<file path="src/rtl/scan_mux.sv">
// Registered N-channel mux: manual select or a round-robin scan with a
// per-channel dwell time. All outputs come straight from flops.
module scan_mux #(
   parameter int N_CH = 7,
   parameter int W = 1,
   parameter int DWELL = 30,
   localparam int SW = $clog2(N_CH)
) (
   input  logic              clk,
   input  logic              rst_n,
   input  logic [N_CH*W-1:0] data,
   input  logic              mode,
   input  logic [SW-1:0]     sel,
   input  logic              hold,
   output logic [W-1:0]      y,
   output logic              y_valid,
   output logic [SW-1:0]     cur_ch,
   output logic              ch_change,
   output logic              wrap,
   output logic              sel_err
);

   localparam int DCW = $clog2(DWELL + 1);
   localparam logic [SW-1:0] LAST_CH = SW'(N_CH - 1);
   localparam logic [DCW-1:0] DC_LAST = DCW'(DWELL - 1);

   logic [W-1:0]   ch_arr [N_CH];
   logic [W-1:0]   y_q, y_d;
   logic           y_valid_q, y_valid_d;
   logic [SW-1:0]  cur_ch_q, cur_ch_d;
   logic [DCW-1:0] dwell_cnt_q, dwell_cnt_d;
   logic           ch_change_q, ch_change_d;
   logic           wrap_q, wrap_d;
   logic           sel_err_q, sel_err_d;

   always_comb begin
      for (int k = 0; k < N_CH; k++) begin
         ch_arr[k] = data[k*W +: W];
      end
   end

   // cur_ch_d is the next channel; manual mode keeps the dwell count at zero
   // so a later switch into scan always starts a fresh dwell period.
   always_comb begin
      cur_ch_d    = cur_ch_q;
      dwell_cnt_d = dwell_cnt_q;
      wrap_d      = 1'b0;
      sel_err_d   = 1'b0;
      if (!mode) begin
         dwell_cnt_d = '0;
         if (sel > LAST_CH) begin
            sel_err_d = 1'b1;
         end else begin
            cur_ch_d = sel;
         end
      end else if (!hold) begin
         if (dwell_cnt_q == DC_LAST) begin
            dwell_cnt_d = '0;
            if (cur_ch_q == LAST_CH) begin
               cur_ch_d = '0;
               wrap_d   = 1'b1;
            end else begin
               cur_ch_d = cur_ch_q + SW'(1);
            end
         end else begin
            dwell_cnt_d = dwell_cnt_q + DCW'(1);
         end
      end
      ch_change_d = (cur_ch_d != cur_ch_q);
      y_d         = ch_arr[cur_ch_d];
      y_valid_d   = 1'b1;
   end

   always_ff @(posedge clk) begin
      if (!rst_n) begin
         y_q         <= '0;
         y_valid_q   <= 1'b0;
         cur_ch_q    <= '0;
         dwell_cnt_q <= '0;
         ch_change_q <= 1'b0;
         wrap_q      <= 1'b0;
         sel_err_q   <= 1'b0;
      end else begin
         y_q         <= y_d;
         y_valid_q   <= y_valid_d;
         cur_ch_q    <= cur_ch_d;
         dwell_cnt_q <= dwell_cnt_d;
         ch_change_q <= ch_change_d;
         wrap_q      <= wrap_d;
         sel_err_q   <= sel_err_d;
      end
   end

   assign y         = y_q;
   assign y_valid   = y_valid_q;
   assign cur_ch    = cur_ch_q;
   assign ch_change = ch_change_q;
   assign wrap      = wrap_q;
   assign sel_err   = sel_err_q;

endmodule

</file>
<file path="config.mk">
export PLATFORM = sky130hd
export DESIGN_NAME = scan_mux
export DESIGN_NICKNAME = d
export VERILOG_FILES = /design/src/rtl/scan_mux.sv
export SDC_FILE = /design/constraint.sdc
export NUM_CORES = 1
export LEC_CHECK = 0
export ABC_AREA = 1
export CAP_MARGIN = 20
export CELL_PAD_IN_SITES_DETAIL_PLACEMENT = 0
export CELL_PAD_IN_SITES_GLOBAL_PLACEMENT = 1
export CORE_MARGIN = 8
export CORE_UTILIZATION = 33
export DETAILED_ROUTE_END_ITERATION = 8
export PLACE_DENSITY = 0.84
export SETUP_SLACK_MARGIN = 0.05
export SLEW_MARGIN = 15
export SYNTH_ARGS = -nofsm -noshare
export SYNTH_HDL_FRONTEND = slang
export SYNTH_SLANG_ARGS = --single-unit
</file>
<file path="constraint.sdc">
create_clock -name clk -period 1.63 [get_ports clk]
set_input_delay 0.326 -clock clk [delete_from_list [all_inputs] [get_ports clk]]
set_output_delay 0.326 -clock clk [all_outputs]
set_load 0.005 [all_outputs]
</file>
Word level (Yosys, flattened, before mapping)
Index checks and enable logic that the tools add are counted.

Latch bits: 0. Input port bits: 14. Memories: 0. Memory bits (read-only): 0. Bits in registers: 13. RAM bits: 0. Logic and storage cells: 33.

Reduce and logical (&&, ||, !) cells: 3. Bitwise operators: 4. Divide/modulo/power cells: 0. Shifts and indexed selects: 0. Mux-type cells: 12. Multiply operators: 0. Order comparisons: 2. Equal/unequal tests: 3. $add $sub $neg: 2.

Operator list (number): $mux 3 (5); $add 5x1->5 const B (1); $eq 5x5->1 const B (1); $mux 1 (5); $mux 5 (1); $ge 4x4->1 const B (1); $not 3->4 (1); $reduce_or 4->1 (1); $add 3x1->3 const B (1); $bmux 1 s3 (1); $eq 3x3->1 const B (1); $gt 3x3->1 const B (1); $ne 3x3->1 (1); $not 1->1 (3); $reduce_and 2->1 (1); $reduce_or 2->1 (1).

Longest topological paths before layout
Gate-level depths: netlist of run 1.

Depth in word-level cells: 9. Depth in mapped cells: 13. Mapped depth without buffers: 13.

Least setup slack after synthesis of run 1
No wires, ideal clock.

Path type: flip-flop to flip-flop. Start point: register dwell_cnt_q[0]. End point: register ch_change_q (netlist: ch_change). Library setup time: 117 ps. Cell stages (with the launch flop): 13. Arrival: 1316 ps. Slack: 196 ps. Required time: 1513 ps. Path buffers: 0. Cells stage by stage: dfxtp_1 -> ha_1 -> nand2_4 -> nor2_8 -> nand2_4 -> nand2_4 -> nand3_4 -> nand2_4 -> nand2_1 -> nand2_1 -> nand2_1 -> nor2_1 -> nor2_1.

Cells in the longest elaborated chain, start to end: 5.

Ends and longest elaborated chain: from (decl) (line 31) `logic [DCW-1:0] dwell_cnt_q, dwell_cnt_d;`; from (signal assigned) (line 87) `dwell_cnt_q <= dwell_cnt_d;`; $eq 5x5->1 (line 57) `if (dwell_cnt_q == DC_LAST) begin`; $mux 3 (line 57); $mux 3 (line 56) `end else if (!hold) begin`; $mux 3 (line 49) `if (!mode) begin`; $ne 3x3->1 (line 69) `ch_change_d = (cur_ch_d != cur_ch_q);`; to (signal assigned) (line 88) `ch_change_q <= ch_change_d;`; to (decl) (line 32) `logic ch_change_q, ch_change_d;`.

Every way passes these cells. A chain may end at the register's enable or synchronous reset.

Worst setup path after layout of run 1
Start point: register cur_ch_q[1] (netlist: cur_ch[1]). End point: output cur_ch[1].

RTL lines: from (decl) (line 30) `logic [SW-1:0] cur_ch_q, cur_ch_d;`; from (signal assigned) (line 86) `cur_ch_q <= cur_ch_d;`; to (decl) (line 17) `output logic [SW-1:0] cur_ch,`.

No word-level cell between the ends.

==> results of run 1 <==
## power by group through the flow
stage | Combinational [mW] | Clock (mW) | Sequential (mW)
6_report | 0.181 | 0.201 | 0.348
2_1_floorplan | 0.0862 | 0 | 0.350
3_3_place_gp | 0.174 | 0 | 0.354
3_5_place_dp | 0.174 | 0 | 0.354
5_1_grt | 0.202 | 0.218 | 0.351
4_1_cts | 0.175 | 0.204 | 0.347
## cell families (layout without fill, tap and decap cells)
kind of cell	count (synthesis)	in the layout	synth area share
DFF	13	13	0.3276
and+or+nand+nor	69	69	0.4787
xor gates and xnor gates	3	3	0.03308
AOI/OAI and AO/OA	7	7	0.05985
buffers and inverters	13	45	0.06929
adders and majority gates	2	2	0.03149
## what timing repair did
action                                  4_1_cts  5_1_grt
endpoints found under the setup margin        2        5
gates resized for setup                       2       11
buffers inserted                              0        1
pin swaps                                     0        6
## worst min path at each step
stage | start | end | slack [ns] | depth (start not counted)
floorplan | rst_n | y_valid$_DFF_P_ | 0.35 | 0
finish | cur_ch[0]$_SDFF_PN0_ | wrap$_SDFF_PP0_ | 0.52 | 1
detailed placement | dwell_cnt_q[3]$_SDFFE_PN0N_ | dwell_cnt_q[3]$_SDFFE_PN0N_ | 0.53 | 2
CTS | cur_ch[0]$_SDFF_PN0_ | wrap$_SDFF_PP0_ | 0.54 | 1
global placement | dwell_cnt_q[3]$_SDFFE_PN0N_ | dwell_cnt_q[3]$_SDFFE_PN0N_ | 0.52 | 2
global route | cur_ch[0]$_SDFF_PN0_ | wrap$_SDFF_PP0_ | 0.54 | 1
## Yosys cell counts, types with 3 or more instances
library cell,instances
dfxtp_1,13
nor2_1,11
nand2_4,4
nand2_1,23
nand4_1,3
nand3_1,18
inv_1,9
## through the flow
step	total power [mW]	hold slack, ns	utilization	setup slack, ns
final	0.7291	0.5234	0.5216	0.07626
after global routing	0.7707	0.5374	0.5216	-0.01961
after CTS	0.7269	0.5399	0.5017	0.05670
after detailed placement	0.5280	0.5324	0.4889	-0.2041
after global placement	0.5275	0.5180	0.4889	-0.1617
after floorplan	0.4364	0.3537	-	0.1965
## cell type report
cell class | count | area [um2] | share of cell area
repair buffers | 31 | 297.8 | 0.2532
inverters | 10 | 37.54 | 0.03191
multi-input cells | 81 | 508.0 | 0.4319
well taps | 28 | 35.03 | 0.02979
flip-flops and latches | 13 | 271.5 | 0.2309
clock buffers | 4 | 26.28 | 0.02234
## metal layers
metal  up-vias  routed length [um]
met5         -                   0
met4         0                   0
met3         0                 128
met2        26                 944
met1       368                 856
li1        422                   -
## state kept, by name, indices dropped and copies added (netlist names)
register and cells:
ch_change 1, cur_ch 3, dwell_cnt_q 5, sel_err 1
wrap 1, y 1, y_valid 1
==> summary.txt, run 1 <==
Status
  • Status: complete, no violations

Critical path
  • Crit path largest cell delay: ~0.53 ns
  • Setup crit start kind: flip-flop
  • Worst Setup End Kind: primary output
  • CP bufs+invs: 1
  • Levels on crit path: 1
  • R2R Path End: y$_SDFF_PN0_
  • Crit-path cells: clkdlybuf4s50_1
  • Worst Path Required: between 1 and 1.5 ns
  • CP Max Fanout: 10
  • Reg-to-reg startpoint: dwell_cnt_q[1]$_SDFFE_PN0N_
  • Critical path data arrival time: ~1.2 ns
  • Setup crit start: cur_ch[1]$_SDFF_PN0_
  • CP Class: flip-flop to primary output
  • Delay-heaviest family, CP: buffers and inverters
  • Setup crit end: cur_ch[1]
  • CP max-delay cell: clkdlybuf4s50_1
  • Flop2flop setup slack: roughly 0.11 ns
  • R2R depth: 13

Routing
  • DRC viols: 0
  • Via density: a little under 5
  • DRT iter0 DRCs: 20
  • Antenna viol nets, final: 0
  • Drt pass-1 iters: 4
  • Routed Wire Length: roughly 1.9 mm
  • DR WL/cell: ~12 um
  • Total number of vias: approximately 800

Clock tree
  • Post-CTS Hold Buffers: 0
  • CTS tree: done
  • Worst-path clk slew: ~0.08 ns
  • TritonCTS buffer count: 3
  • Clk buf depth: 2
  • Clk root buf: clkbuf_4
  • Htree depth: 1
  • # clock sinks: 13
  • Clock latency on the worst-skew pair: 0.27 ns

Synthesis
  • Post-Syn Nets: between 100 and 150
  • Synthesis Warnings: 0
  • Top cell type's share of synthesized area: 0.3276
  • Syn avg cell area: around 7.4 um2
  • Synth area leaders: dfxtp_1 (33%), nand3_1 (11%), nand2_1 (11%)
  • Seq cells post-synth: 13
  • Synth Cell Area: roughly 790 um2
  • Number of synthesized flops with an enable pin: 0
  • Post-Synthesis Cells: ~110
  • Ys flop type: dfxtp_1
  • Post-synth ARST share: 0
  • Post-synth top area cell: dfxtp_1
  • Sequential-to-total area share from yosys stat: 0.3276
  • Netlist cell types: 24

STA
  • Setup TNS: 0 ns
  • Slew Limit Headroom: 0.8236
  • Fin. max-slew vios: 0
  • Fmax: about 640 MHz
  • Final Setup Violations: 0
  • Worst-Margin Slew: between 0.2 and 0.3 ns
  • Worst Clk Skew: 0.002496 ns
  • Post-layout minimum cycle time: 1.554 ns
  • RSZ-0062 raised after global routing: yes
  • Final Hold Fails: 0
  • Final period util: 0.9532

Floorplan
  • Die Span Y: around 65 um
  • I/O pin count: 22
  • Initial Util: 0.3524
  • Full die area: 4233 um2
  • Die span in x: between 60 and 70 um
  • Rows: 17
  • CORE AREA: between 2000 and 2500 um2

Global routing
  • Largest net degree at the start of global routing: 11
  • Grt peak-use layer: met2
  • Antenna violations before repair: 0
  • Met3 usage: 0.04296
  • Met2 track demand over resource: 0.1640
  • GRT Overall Usage: 0.09362
  • Met1 Track Usage GR: 0.1022
  • Vias in the first global route: 773
  • First-pass GRT wire length: between 3 and 4 mm
  • Overflow left after global routing: 0

Cells and area
  • # diodes: 0
  • Nets: around 160
  • Layout area overhead: 48.03%
  • Share of layout cells above drive strength 1: 0.2374
  • Commonest non-fill, non-tap cell in the layout: nand2_1
  • Fin cells: about 170
  • Post-route cell area: 1176 um2
  • Commonest non-fill, non-tap cells in the layout: nand2_1 (22), clkdlybuf4s50_1 (21), nand3_1 (17)
  • Fillers: between 200 and 250

Place
  • Number of I/O port buffers: 21
  • Post-DP HPWL: roughly 1.5 mm
  • Placer Congestion: between 0.7 and 0.8
  • Placed cell area: approximately 1100 um2
  • Placed insts: ~160

Job
  • Max Cap Viol: 0

Power and ir drop
  • Pint: approximately 0.53 mW
  • Net Sw Power: approximately 0.2 mW
  • Clock network power share: 0.275
  • Lkg Pwr: 0.5298 nW
  • Comb pwr share: 0.248
  • Switch share: 0.2791
  • Worst VDD drop: around 0.00041 V
  • Flop pwr share: 0.477
  • PD cells: just over 600 nW/um2

Worst hold path
  • Type of the tightest min-delay check: flip-flop to flip-flop
(Power assumes the default switching activity.)
==> run 2: changes to the inputs <==
- SETUP_SLACK_MARGIN: 0.05 -> not set
==> run 2 against run 1 <==
Non-clock buffer count unchanged. Core utilization decreased by 0.11 points. Register-to-register slack about the same. Clock-buffer cell count unchanged. Via count decreased by 0.49%. Final area decreased by 0.21%. Die area unchanged. Critical endpoint is now cur_ch[0]. Highest routed layer is now met4.
==> summary.txt, run 2 (synthesis gave the netlist of run 1 again) <==
Status
  • Status: complete, no violations

Floorplan
  • I/O pin count: 22 (unchanged)
  • Initial Util: 0.3524 (unchanged)
  • Full die area: 4233 um2 (unchanged)
  • Die Span Y: 65.07 um (unchanged)
  • CORE AREA: 2255 um2 (unchanged)
  • Die span in x: 65.07 um (unchanged)
  • Rows: 17 (unchanged)

STA
  • Final Hold Fails: 0 (unchanged)
  • Worst-Margin Slew: 0.2629 ns (-0.0003995 ns)
  • Final period util: 0.9752 (+0.02195)
  • Post-layout minimum cycle time: 1.590 ns (+0.03578 ns)
  • Setup TNS: 0 ns (unchanged)
  • Fin. max-slew vios: 0 (unchanged)
  • Slew Limit Headroom: 0.8239 (about the same)
  • Fmax: 629.1 MHz (-2.3%)
  • RSZ-0062 raised after global routing: yes
  • Final Setup Violations: 0 (unchanged)
  • Worst Clk Skew: 0.002472 ns (-0.00002373 ns)

Power and ir drop
  • Net Sw Power: 0.2030 mW (-0.25%)
  • Clock network power share: 0.275 (about the same)
  • Lkg Pwr: 0.5295 nW (about the same)
  • PD cells: 621.4 nW/um2 (+0.25%)
  • Flop pwr share: 0.478 (about the same)
  • Switch share: 0.2783 (-0.0008131)
  • Comb pwr share: 0.248 (about the same)
  • Pint: 0.5263 mW (+0.15%)
  • Worst VDD drop: 0.0004107 V (about the same)

Routing
  • Routed Wire Length: 1.930 mm (about the same)
  • DRT iter0 DRCs: 18 (-10%)
  • DRC viols: 0 (unchanged)
  • Via density: 4.862 (-0.49%)
  • Drt pass-1 iters: 5 (+1)
  • DR WL/cell: 11.56 um (about the same)
  • Total number of vias: 812 (-0.49%)
  • Antenna viol nets, final: 0 (unchanged)

Place
  • Placed cell area: 1102 um2 (unchanged)
  • Placer Congestion: 0.7727 (unchanged)
  • Number of I/O port buffers: 21 (unchanged)
  • Post-DP HPWL: 1.535 mm (unchanged)

Critical path
  • Critical path data arrival time: 1.26 ns (+0.03 ns)
  • Delay-heaviest family, CP: buffers and inverters
  • CP Class: flip-flop to primary output
  • CP bufs+invs: 1 (unchanged)
  • Crit path largest cell delay: 0.54 ns (about the same)
  • Crit-path cells: clkdlybuf4s50_1
  • Worst Setup End Kind: primary output
  • CP max-delay cell: clkdlybuf4s50_1
  • Worst Path Required: 1.30 ns (about the same)
  • CP Max Fanout: 8 (-2)
  • Setup crit start kind: flip-flop

Cells and area
  • Nets: 156 (unchanged)
  • Commonest non-fill, non-tap cell in the layout: nand2_1
  • Post-route cell area: 1174 um2 (-0.21%)
  • Max reg flops: 5 (unchanged)
  • Register cell area after layout: 269.0 um2 (-0.92%)
  • Layout area overhead: 47.72%
  • Post-layout util: 0.5205 (-0.001110)
  • Footprint of the multi-input gates: 508.0 um2 (unchanged)
  • Fillers: 235 (unchanged)
  • Share of layout cells above drive strength 1: 0.2374 (unchanged)
  • Commonest non-fill, non-tap cells in the layout: nand2_1 (22), clkdlybuf4s50_1 (21), nand3_1 (17)
  • # diodes: 0 (unchanged)
  • Biggest register: dwell_cnt_q

Job
  • Max Cap Viol: 0 (unchanged)

Clock tree
  • Htree depth: 1 (unchanged)
  • # clock sinks: 13 (unchanged)
  • Clk root buf: clkbuf_4
  • Clock latency on the worst-skew pair: 0.27 ns (about the same)
  • Clk buf depth: 2 (unchanged)
  • TritonCTS buffer count: 3 (unchanged)
  • CTS tree: done
  • Worst-path clk slew: 0.08 ns (about the same)

Global routing
  • Overflow left after global routing: 0 (unchanged)
  • Largest net degree at the start of global routing: 11 (unchanged)
  • Vias in the first global route: 773 (unchanged)
  • First-pass GRT wire length: 3.284 mm (unchanged)
  • GRT Overall Usage: 0.09362 (unchanged)
  • Antenna violations before repair: 0 (unchanged)

Worst hold path
  • Type of the tightest min-delay check: flip-flop to flip-flop
run 2: cell count changes in the layout (fill, tap and decap cells not counted):
cell	change
dfxtp_2	+1
dfxtp_4	-1
run 2: what timing repair did:
| item | CTS | global route |
|---|---|---|
| resized for setup | 2 | 10 |
| pin swaps | 0 | 6 |
| endpoints found under the setup margin | 2 | 3 |
| setup buffers | 0 | 1 |
| hold buffers | 0 | 0 |
run 2: power groups by stage:
stage	sequential [mW]	combinational, mW	clock [mW]
finish	0.348	0.181	0.200
global route	0.351	0.202	0.218
CTS	0.347	0.175	0.204
detailed placement	0.354	0.174	0
global placement	0.354	0.174	0
floorplan	0.350	0.0862	0
run 2: through the flow:
step / hold slack, ns / cells / total power, mW / setup WS [ns]
floorplan: 0.3537 / 107 / 0.4364 / 0.1965
global placement: 0.5180 / 162 / 0.5275 / -0.1617
detailed placement: 0.5324 / 162 / 0.5280 / -0.2041
CTS: 0.5399 / 166 / 0.7269 / 0.05670
global route: 0.5799 / 167 / 0.7715 / -0.02185
finish: 0.5511 / 167 / 0.7293 / 0.04048
run 2: metal layers:
metal	vias up	wire length [um]	track usage
met3	2	126	0.04296
met1	364	861	0.1022
met5	-	0	0
li1	420	-	-
met2	26	933	0.1640
met4	0	8	0.01635
run 2: area by class of cell:
cell class / count / share of cell area
Clock buffer: 4 / 0.02239
Multi-Input combinational cell: 81 / 0.4328
Inverter: 10 / 0.03198
Timing Repair Buffer: 31 / 0.2537
Sequential cell: 13 / 0.2292
Tap cell: 28 / 0.02985
run 2: path summary, 6_finish.rpt:
kind | startpoint | to | slack, ns | depth (start not counted)
worst max-delay path | cur_ch[0]$_SDFF_PN0_ | cur_ch[0] | 0.04 | 1
worst min-delay path | dwell_cnt_q[1]$_SDFFE_PN0N_ | dwell_cnt_q[1]$_SDFFE_PN0N_ | 0.55 | 2
worst max register to register | dwell_cnt_q[1]$_SDFFE_PN0N_ | y$_SDFF_PN0_ | 0.11 | 13
worst min register to register | dwell_cnt_q[1]$_SDFFE_PN0N_ | dwell_cnt_q[1]$_SDFFE_PN0N_ | 0.55 | 2
